$ cat config.mk
export PLATFORM = sky130hd
export DESIGN_NAME = seq_game_ctrl
export DESIGN_NICKNAME = d
export VERILOG_FILES = /design/src/rtl/seq_game_pkg.sv /design/src/rtl/seq_game_ctrl_mem.sv /design/src/rtl/seq_game_ctrl.sv
export SDC_FILE = /design/constraint.sdc
export NUM_CORES = 1
export LEC_CHECK = 0
export CORE_UTILIZATION = 40
export DETAILED_ROUTE_END_ITERATION = 10
export DONT_BUFFER_PORTS = 1
export SLEW_MARGIN = 20
export SYNTH_ARGS = -nofsm -noshare
export SYNTH_HDL_FRONTEND = slang
export SYNTH_SLANG_ARGS = --single-unit
$ cat constraint.sdc
create_clock -name clk -period 2.7 [get_ports clk]
set_clock_uncertainty 0.05 [all_clocks]
set_input_delay 0.54 -clock clk [delete_from_list [all_inputs] [get_ports clk]]
set_output_delay 0.54 -clock clk [all_outputs]
set_load 0.005 [all_outputs]
$ cat src/rtl/seq_game_pkg.sv
// Shared types and helpers for the memory-game round controller.
package seq_game_pkg;

  localparam int SYM_W = 2;

  typedef enum logic [2:0] {
    IDLE,
    ADD,
    SHOW_ON,
    SHOW_OFF,
    INPUT,
    WIN,
    FAIL
  } state_e;

  // Map a 2-bit colour symbol to its LED/button bit.
  function automatic logic [3:0] sym_to_onehot(input logic [SYM_W-1:0] sym);
    sym_to_onehot = 4'b0001 << sym;
  endfunction

  // Largest of three cycle counts, used to size the shared timer.
  function automatic int max3(input int a, input int b, input int c);
    int m;
    m = (a > b) ? a : b;
    max3 = (m > c) ? m : c;
  endfunction

endpackage

$ cat src/rtl/seq_game_ctrl_mem.sv
// Symbol store for the current sequence: one synchronous write port used
// when a symbol is appended, one asynchronous read port for playback/check.
module seq_mem
  import seq_game_pkg::*;
#(
  parameter int DEPTH = 16,
  parameter int AW    = 4
) (
  input  logic             clk,
  input  logic             we,
  input  logic [AW-1:0]    waddr,
  input  logic [SYM_W-1:0] wdata,
  input  logic [AW-1:0]    raddr,
  output logic [SYM_W-1:0] rdata
);

  logic [SYM_W-1:0] mem [DEPTH];

  // Contents are only meaningful below the current length, so no reset.
  always_ff @(posedge clk) begin
    if (we) mem[waddr] <= wdata;
  end

  assign rdata = mem[raddr];

endmodule

$ cat src/rtl/seq_game_ctrl.sv
// Round controller: grows a pseudo-random colour sequence by one symbol per
// round, plays it back on the LEDs, then checks the player's presses.
module seq_game_ctrl
  import seq_game_pkg::*;
#(
  parameter int MAX_LEN        = 16,
  parameter int SHOW_CYCLES    = 25000000,
  parameter int GAP_CYCLES     = 12500000,
  parameter int TIMEOUT_CYCLES = 250000000
) (
  input  logic                           clk,
  input  logic                           reset,
  input  logic [9:0]                     lfsr,
  input  logic                           start,
  input  logic [3:0]                     btn,
  output logic [3:0]                     led,
  output logic [$clog2(MAX_LEN+1)-1:0]   score,
  output logic                           busy,
  output logic                           win,
  output logic                           fail
);

  localparam int SW = $clog2(MAX_LEN + 1);
  localparam int AW = (MAX_LEN > 1) ? $clog2(MAX_LEN) : 1;
  localparam int TW = $clog2(max3(SHOW_CYCLES, GAP_CYCLES, TIMEOUT_CYCLES) + 1);

  state_e           state;
  state_e           state_n;
  logic [SW-1:0]    len;
  logic [SW-1:0]    idx;
  logic [TW-1:0]    timer;
  logic [SYM_W-1:0] cur_sym;
  logic             hit;
  logic             last;
  logic             show_done;
  logic             gap_done;
  logic             tout_done;
  logic             unused_lfsr_bits;

  // Only the low symbol bits of the LFSR feed the game.
  assign unused_lfsr_bits = ^lfsr[9:SYM_W];

  seq_mem #(
    .DEPTH(MAX_LEN),
    .AW   (AW)
  ) u_mem (
    .clk  (clk),
    .we   (state == ADD),
    .waddr(len[AW-1:0]),
    .wdata(lfsr[SYM_W-1:0]),
    .raddr(idx[AW-1:0]),
    .rdata(cur_sym)
  );

  // A multi-bit press can never equal a one-hot colour, so it misses too.
  assign hit       = (btn == sym_to_onehot(cur_sym));
  assign last      = (idx == len - SW'(1));
  assign show_done = (timer == TW'(SHOW_CYCLES - 1));
  assign gap_done  = (timer == TW'(GAP_CYCLES - 1));
  assign tout_done = (timer == TW'(TIMEOUT_CYCLES - 1));

  // LEDs are lit only while a playback step is in its visible phase.
  always_comb begin
    led = '0;
    if (state == SHOW_ON) led = sym_to_onehot(cur_sym);
  end

  // Next-state selection for the round sequencer.
  always_comb begin
    state_n = state;
    case (state)
      IDLE, WIN, FAIL: if (start) state_n = ADD;
      ADD:             state_n = SHOW_ON;
      SHOW_ON:         if (show_done) state_n = SHOW_OFF;
      SHOW_OFF:        if (gap_done) state_n = last ? INPUT : SHOW_ON;
      INPUT: begin
        if (btn == '0) begin
          if (tout_done) state_n = FAIL;
        end else if (!hit) begin
          state_n = FAIL;
        end else if (last) begin
          state_n = (len == SW'(MAX_LEN)) ? WIN : ADD;
        end
      end
      default:         state_n = IDLE;
    endcase
  end

  // State, counters and registered status outputs.
  always_ff @(posedge clk) begin
    if (!reset) begin
      state <= IDLE;
      len   <= '0;
      idx   <= '0;
      timer <= '0;
      score <= '0;
      busy  <= 1'b0;
      win   <= 1'b0;
      fail  <= 1'b0;
    end else begin
      state <= state_n;
      busy  <= !(state_n inside {IDLE, WIN, FAIL});
      win   <= (state_n == WIN);
      fail  <= (state_n == FAIL);
      case (state)
        IDLE, WIN, FAIL: begin
          if (start) begin
            len   <= '0;
            idx   <= '0;
            score <= '0;
          end
        end
        ADD: begin
          len   <= len + SW'(1);
          idx   <= '0;
          timer <= '0;
        end
        SHOW_ON: begin
          timer <= show_done ? '0 : timer + TW'(1);
        end
        SHOW_OFF: begin
          if (gap_done) begin
            timer <= '0;
            idx   <= last ? '0 : idx + SW'(1);
          end else begin
            timer <= timer + TW'(1);
          end
        end
        INPUT: begin
          if (btn == '0) begin
            timer <= timer + TW'(1);
          end else begin
            timer <= '0;
            if (hit) begin
              if (last) score <= score + SW'(1);
              else      idx   <= idx + SW'(1);
            end
          end
        end
        default: ;
      endcase
    end
  end

endmodule
==> impl_metrics.env, run 1 <==
export IMPL_status="complete, but fails checks"
export IMPL_violations="setup timing"
export IMPL_tightest_slew_ns=0.637
export IMPL_period_minus_slack_ns=2.84
export IMPL_critPathMaxStageDelay_ns=0.55
export IMPL_clkSinkCount=85
export IMPL_route_met3_wl_um=547
export IMPL_final_cell_mix="nor2_1 (59), dfxtp_1 (51), nand2_1 (37)"
export IMPL_final_max_slew_viol_count=0
export IMPL_clk_pin_slew_ns=0.09
export IMPL_worstPathCellList="mux4_2, mux4_2, nor4_4, a31o_1, nor3_4, or3_4, xnor2_1, a211oi_2"
export IMPL_syn_num_nets=467
export IMPL_syn_area_mm2=0.00427
export IMPL_diodes=0
export IMPL_cts_root_buf="clkbuf_8"
export IMPL_die_h_um=105
export IMPL_synth_edff_count=32
export IMPL_antenna_found_initial=0
export IMPL_remaining_drc_errors=0
export IMPL_h_tree_depth=3
export IMPL_dp_final_hpwl_mm=6.84
export IMPL_power_density_mw_per_mm2=500
export IMPL_cp_required_ns=2.92
export IMPL_ys_warn_count=0
export IMPL_cts_tree="done"
export IMPL_grt_use_total_pct=18.4
export IMPL_place_port_buffers=0
export IMPL_ys_flop_type="dfxtp_1"
export IMPL_hp_class="in2reg"
export IMPL_timing_final_crit_share_pct=105
export IMPL_fill_cells=934
export IMPL_power_leakage_nw=1.73
export IMPL_crit_fanout=5
export IMPL_area_growth_pct=16.1
export IMPL_cts_hold_buf=0
export IMPL_wl_mm=9.77
export IMPL_fmax_mhz=352
export IMPL_cp_common_cell="mux4_2"
export IMPL_coreArea_mm2=0.0103
export IMPL_crit_type="reg2reg"
export IMPL_clock_path_buffers=2
export IMPL_finalHoldViolCount=0
export IMPL_mostFrequentLayoutCell="nor2_1"
export IMPL_slew_headroom_pct=57.3
export IMPL_cap_viol_max_count=0
export IMPL_final_setup_viol_count=21
export IMPL_wl_met1_mm=4.47
export IMPL_rsz0062_at_grt="yes"
export IMPL_cts_buffers=9
export IMPL_grt_max_degree=29
export IMPL_max_vdd_ir_drop_mv=0.350
export IMPL_dpl_cell_count=587
export IMPL_grt_pass1_vias=3203
export IMPL_multi_input_area_mm2=0.00227
export IMPL_wl_met2_mm=4.64
export IMPL_syn_avg_cell_area_um2=9.63
export IMPL_synth_seq_cells=85
export IMPL_drt_iter0_drc=182
export IMPL_floorplan_initialDensity_pct=41.3
export IMPL_fin_tns_setup_ns=-1.22
export IMPL_routed_top_layer="met4"
export IMPL_wl_per_cell_um=16.0
export IMPL_rows=37
export IMPL_grt_ovfl_total=0
export IMPL_worstSetupStartpointType="flip-flop"
export IMPL_gp_congestion=0.850
export IMPL_end_kind="flip-flop"
export IMPL_die_w_um=105
export IMPL_synthArstFlopShare_pct=0
export IMPL_finalWorstSetupSlack_ns=-0.143
export IMPL_via_per_inst=5.53
export IMPL_ioPinCount=29
export IMPL_seq_area_mm2=0.00203
export IMPL_final_cells=609
export IMPL_die_area_mm2=0.0111
export IMPL_seq_area_frac_synth_pct=47.4
export IMPL_ant_nets=0
export IMPL_synth_cells=443
export IMPL_cp_num_buf_inv=0
export IMPL_num_vias=3367
export IMPL_slowest_stage="mux4_2"
export IMPL_synth_distinct_cells=62
export IMPL_cp_top_family="multiplexers"
export IMPL_firstDrtPassIters=4
export IMPL_drive_gt1_share_pct=18.4
export IMPL_grt_pass1_wl_mm=15.9
export IMPL_cp_arrival_ns=3.06
export IMPL_fin_nets=492
export IMPL_clock_latency_ns=0.37
[worst reg2reg max path, delay by kind of cell (launching register included)]
| kind | cells | cell delay (ns) |
|---|---|---|
| AO/OA/AOI/OAI | 2 | 0.41 |
| XOR/XNOR | 1 | 0.15 |
| multiplexers | 2 | 1.05 |
| AND/OR/NAND/NOR | 3 | 0.69 |
| flip-flops | 1 | 0.40 |
[path summary, 6_finish.rpt]
| path | from | endpoint | slack (ns) | cells after the start |
|---|---|---|---|---|
| min | lfsr[1] | u_mem.mem[6][1]$_DFFE_PP_ | 0.21 | 0 |
| max reg2reg | flip-flop | busy$_SDFF_PN0_ | -0.14 | 8 |
| min reg2reg | timer[1]$_SDFFE_PN0P_ | timer[1]$_SDFFE_PN0P_ | 0.46 | 2 |
| max | flip-flop | busy$_SDFF_PN0_ | -0.14 | 8 |
[state kept, by name (all words and copies together), names as in the netlist, named ones only]
signal,cells
busy,1
fail,1
idx,5
len,5
score,5
state,3
timer,28
u_mem.mem,32
win,1
[logic make-up (layout without fill, tap and decap cells)]
kind of cell	count (synthesis)	after routing	synth area share, %
xor+xnor	27	27	5.54
compound gates	71	72	10.6
simple gates	213	213	26.2
flops	85	85	47.4
fa+ha+maj	7	7	2.05
mux	12	12	5.48
buf+inv	28	57	2.73
[per-layer routing]
metal / vias up / GRT usage [%]
met5: - / 0
li1: 1652 / -
met1: 1611 / 24.3
met4: 0 / 6.64
met3: 8 / 3.96
met2: 96 / 29.6
[through the flow]
stage / cell area (µm²) / utilization (%) / worst slack, ns / power (mW) / hold WS [ns]
finish: 4950 / 48.0 / -0.143 / 2.47 / 0.215
global route: 4950 / 48.0 / -0.263 / 2.57 / 0.199
CTS: 4850 / 47.0 / -0.147 / 2.47 / 0.202
detailed placement: 4600 / 44.6 / -0.176 / 1.65 / 0.443
global placement: 4600 / 44.6 / -0.115 / 1.64 / 0.424
floorplan: 4270 / - / -0.00189 / 1.56 / 0.408
[cell type report]
type                    count  share of cell area, %
clock inverters             7                   1.01
multi-input cells         331                   45.8
well taps                 136                   3.44
flip-flops and latches     85                   40.9
clock buffers               9                   2.50
inverters                   9                  0.682
repair buffers             32                   5.68
[timing repair]
item,in CTS,in global routing
gates resized for setup,16,14
cloned,0,1
endpoints found under the hold margin,0,0
buffers inserted,2,3
pin swaps,4,15
endpoints found under the setup margin,22,23
[synth_stat cells (8+ instances only)]
library cell,n,area share [%]
a21oi_1,23,2.7
and3_1,12,1.8
clkbuf_1,14,1.2
dfxtp_1,53,25
edfxtp_1,32,23
inv_1,8,0.70
mux4_2,9,4.8
nand2_1,40,3.5
nand2b_1,8,1.2
nand3_1,18,2.1
nor2_1,60,5.3
nor2b_1,8,1.2
nor3_1,16,1.9
nor3b_1,10,1.8
o21ai_0,16,1.9
xnor2_1,12,2.5
xor2_1,15,3.1
[where the power goes]
| part | switching (mW) | internal (mW) | leakage (nW) |
|---|---|---|---|
| combinational | 0.177 | 0.121 | 0.939 |
| clock | 0.485 | 0.336 | 0.0782 |
| sequential | 0.0129 | 1.34 | 0.717 |
| total | 0.675 | 1.80 | 1.73 |
(Power assumes the default switching activity.)
==> run 2, diff against run 1 <==
RECOVER_POWER = 50   (was not set)
==> run 2 against run 1 <==
  * Total power fell by 0.28%
  * Largest power group unchanged
  * The flow still finishes with violations (setup timing)
  * Largest cell class unchanged
  * Via count fell by 0.30%
  * Cell area barely moved
  * Critical endpoint unchanged
  * Highest routed layer unchanged
  * Fmax barely moved
  * Wire length fell by 0.24%
==> impl_metrics.env, run 2 (synthesis gave the netlist of run 1 again) <==
export IMPL_firstDrtPassIters=4
export IMPL_remaining_drc_errors=0
export IMPL_dp_final_hpwl_mm=6.84
export IMPL_coreArea_mm2=0.0103
export IMPL_place_port_buffers=0
export IMPL_rsz0062_at_grt="yes"
export IMPL_end_kind="flip-flop"
export IMPL_crit_type="reg2reg"
export IMPL_diodes=0
export IMPL_num_vias=3357
export IMPL_power_mw=2.47
export IMPL_power_leakage_nw=1.73
export IMPL_top_regs="u_mem.mem: 32 flops, timer: 28 flops"
export IMPL_whs_ns=0.218
export IMPL_grt_pass1_vias=3203
export IMPL_cp_required_ns=2.92
export IMPL_period_minus_slack_ns=2.84
export IMPL_post_place_ws_ns=-0.176
export IMPL_h_tree_depth=3
export IMPL_die_w_um=105
export IMPL_wl_per_cell_um=16.0
export IMPL_top_register="u_mem.mem"
export IMPL_crit_fanout=5
export IMPL_final_setup_viol_count=20
export IMPL_finalHoldViolCount=0
export IMPL_grt_pass1_wl_mm=15.9
export IMPL_floorplan_initialDensity_pct=41.3
export IMPL_rows=37
export IMPL_fin_util_pct=47.9
export IMPL_slew_headroom_pct=57.5
export IMPL_fill_cells=935
export IMPL_status="complete, but fails checks"
export IMPL_clock_path_buffers=2
export IMPL_fmax_mhz=352
export IMPL_tightest_slew_ns=0.634
export IMPL_cts_buffers=9
export IMPL_reg2reg_slack_ns=-0.14
export IMPL_cts_root_buf="clkbuf_8"
export IMPL_ioPinCount=29
export IMPL_ant_nets=0
export IMPL_violations="setup timing"
export IMPL_antenna_found_initial=0
export IMPL_hp_class="in2reg"
export IMPL_gp_congestion=0.850
export IMPL_timing_final_crit_share_pct=105
export IMPL_seq_area_mm2=0.00203
export IMPL_mostFrequentLayoutCell="nor2_1"
export IMPL_grt_ovfl_total=0
export IMPL_clock_latency_ns=0.36
export IMPL_die_h_um=105
export IMPL_drive_gt1_share_pct=18.2
export IMPL_clkSinkCount=85
export IMPL_multi_input_area_mm2=0.00227
export IMPL_via_per_inst=5.51
export IMPL_cp_arrival_ns=3.06
export IMPL_dpl_cell_count=587
export IMPL_area_growth_pct=16.0
export IMPL_final_cells=609
export IMPL_cts_tree="done"
export IMPL_final_max_slew_viol_count=0
export IMPL_finalWorstSetupSlack_ns=-0.143
export IMPL_fin_nets=492
export IMPL_grt_max_degree=29
export IMPL_largest_register_ffs=32
export IMPL_max_vdd_ir_drop_mv=0.350
export IMPL_wl_mm=9.75
export IMPL_worstSetupStartpointType="flip-flop"
export IMPL_power_density_mw_per_mm2=499
export IMPL_cap_viol_max_count=0
export IMPL_grt_use_total_pct=18.4
export IMPL_die_area_mm2=0.0111
export IMPL_drt_iter0_drc=166
export IMPL_final_cell_mix="nor2_1 (59), dfxtp_1 (51), nand2_1 (37)"
export IMPL_clk_pin_slew_ns=0.09
-- run 2: worst max-delay path, cell delays in order (launching register included) --
cell and delay (ns):
dfxtp_4 0.40, mux4_2 0.50, mux4_2 0.55, nor4_4 0.22, a31o_1 0.22, nor3_4 0.06, or3_4 0.41, xnor2_1 0.15
a211oi_2 0.19
-- run 2: where the power goes --
group / leakage, nW / internal (mW) / switching (mW) / total (mW)
combinational: 0.935 / 0.119 / 0.177 / 0.296
sequential: 0.717 / 1.34 / 0.0129 / 1.36
clock: 0.0782 / 0.336 / 0.480 / 0.816
-- run 2: path summary, 6_finish.rpt --
| path | cells past startpoint | end | from |
|---|---|---|---|
| hold / removal | 0 | u_mem.mem[6][1]$_DFFE_PP_ | lfsr[1] |
| setup reg to reg | 8 | busy$_SDFF_PN0_ | flip-flop |
| hold reg to reg | 2 | timer[1]$_SDFFE_PN0P_ | timer[1]$_SDFFE_PN0P_ |
| setup / recovery | 8 | busy$_SDFF_PN0_ | flip-flop |
-- run 2: through the flow --
stage / TNS, ns / cell area (µm²)
2_1_floorplan: -0.00189 / 4270
3_3_place_gp: -0.613 / 4600
3_5_place_dp: -1.59 / 4600
4_1_cts: -1.33 / 4850
5_1_grt: -3.91 / 4950
6_report: -1.25 / 4950
-- run 2: routing by layer --
layer	up-vias	global-route usage [%]	share of wire, %
met4	0	6.64	1.5
met2	79	29.6	47
met5	-	0	0
met3	10	3.96	4.9
met1	1618	24.3	46
li1	1650	-	-
-- run 2: what timing repair did --
item / in CTS / in global routing
hold buffers: 0 / 0
cloned: 0 / 1
pin swaps: 4 / 15
buffers inserted: 2 / 3
setup endpoints to repair: 22 / 23
gates resized for setup: 16 / 14
-- run 2: area by class of cell --
type	count	share of cell area, %
Timing Repair Buffer	32	5.61
Clock inverter	7	1.01
Clock buffer	9	2.50
Inverter	9	0.683
Multi-Input combinational cell	331	45.8
Tap cell	136	3.44
Sequential cell	85	41.0
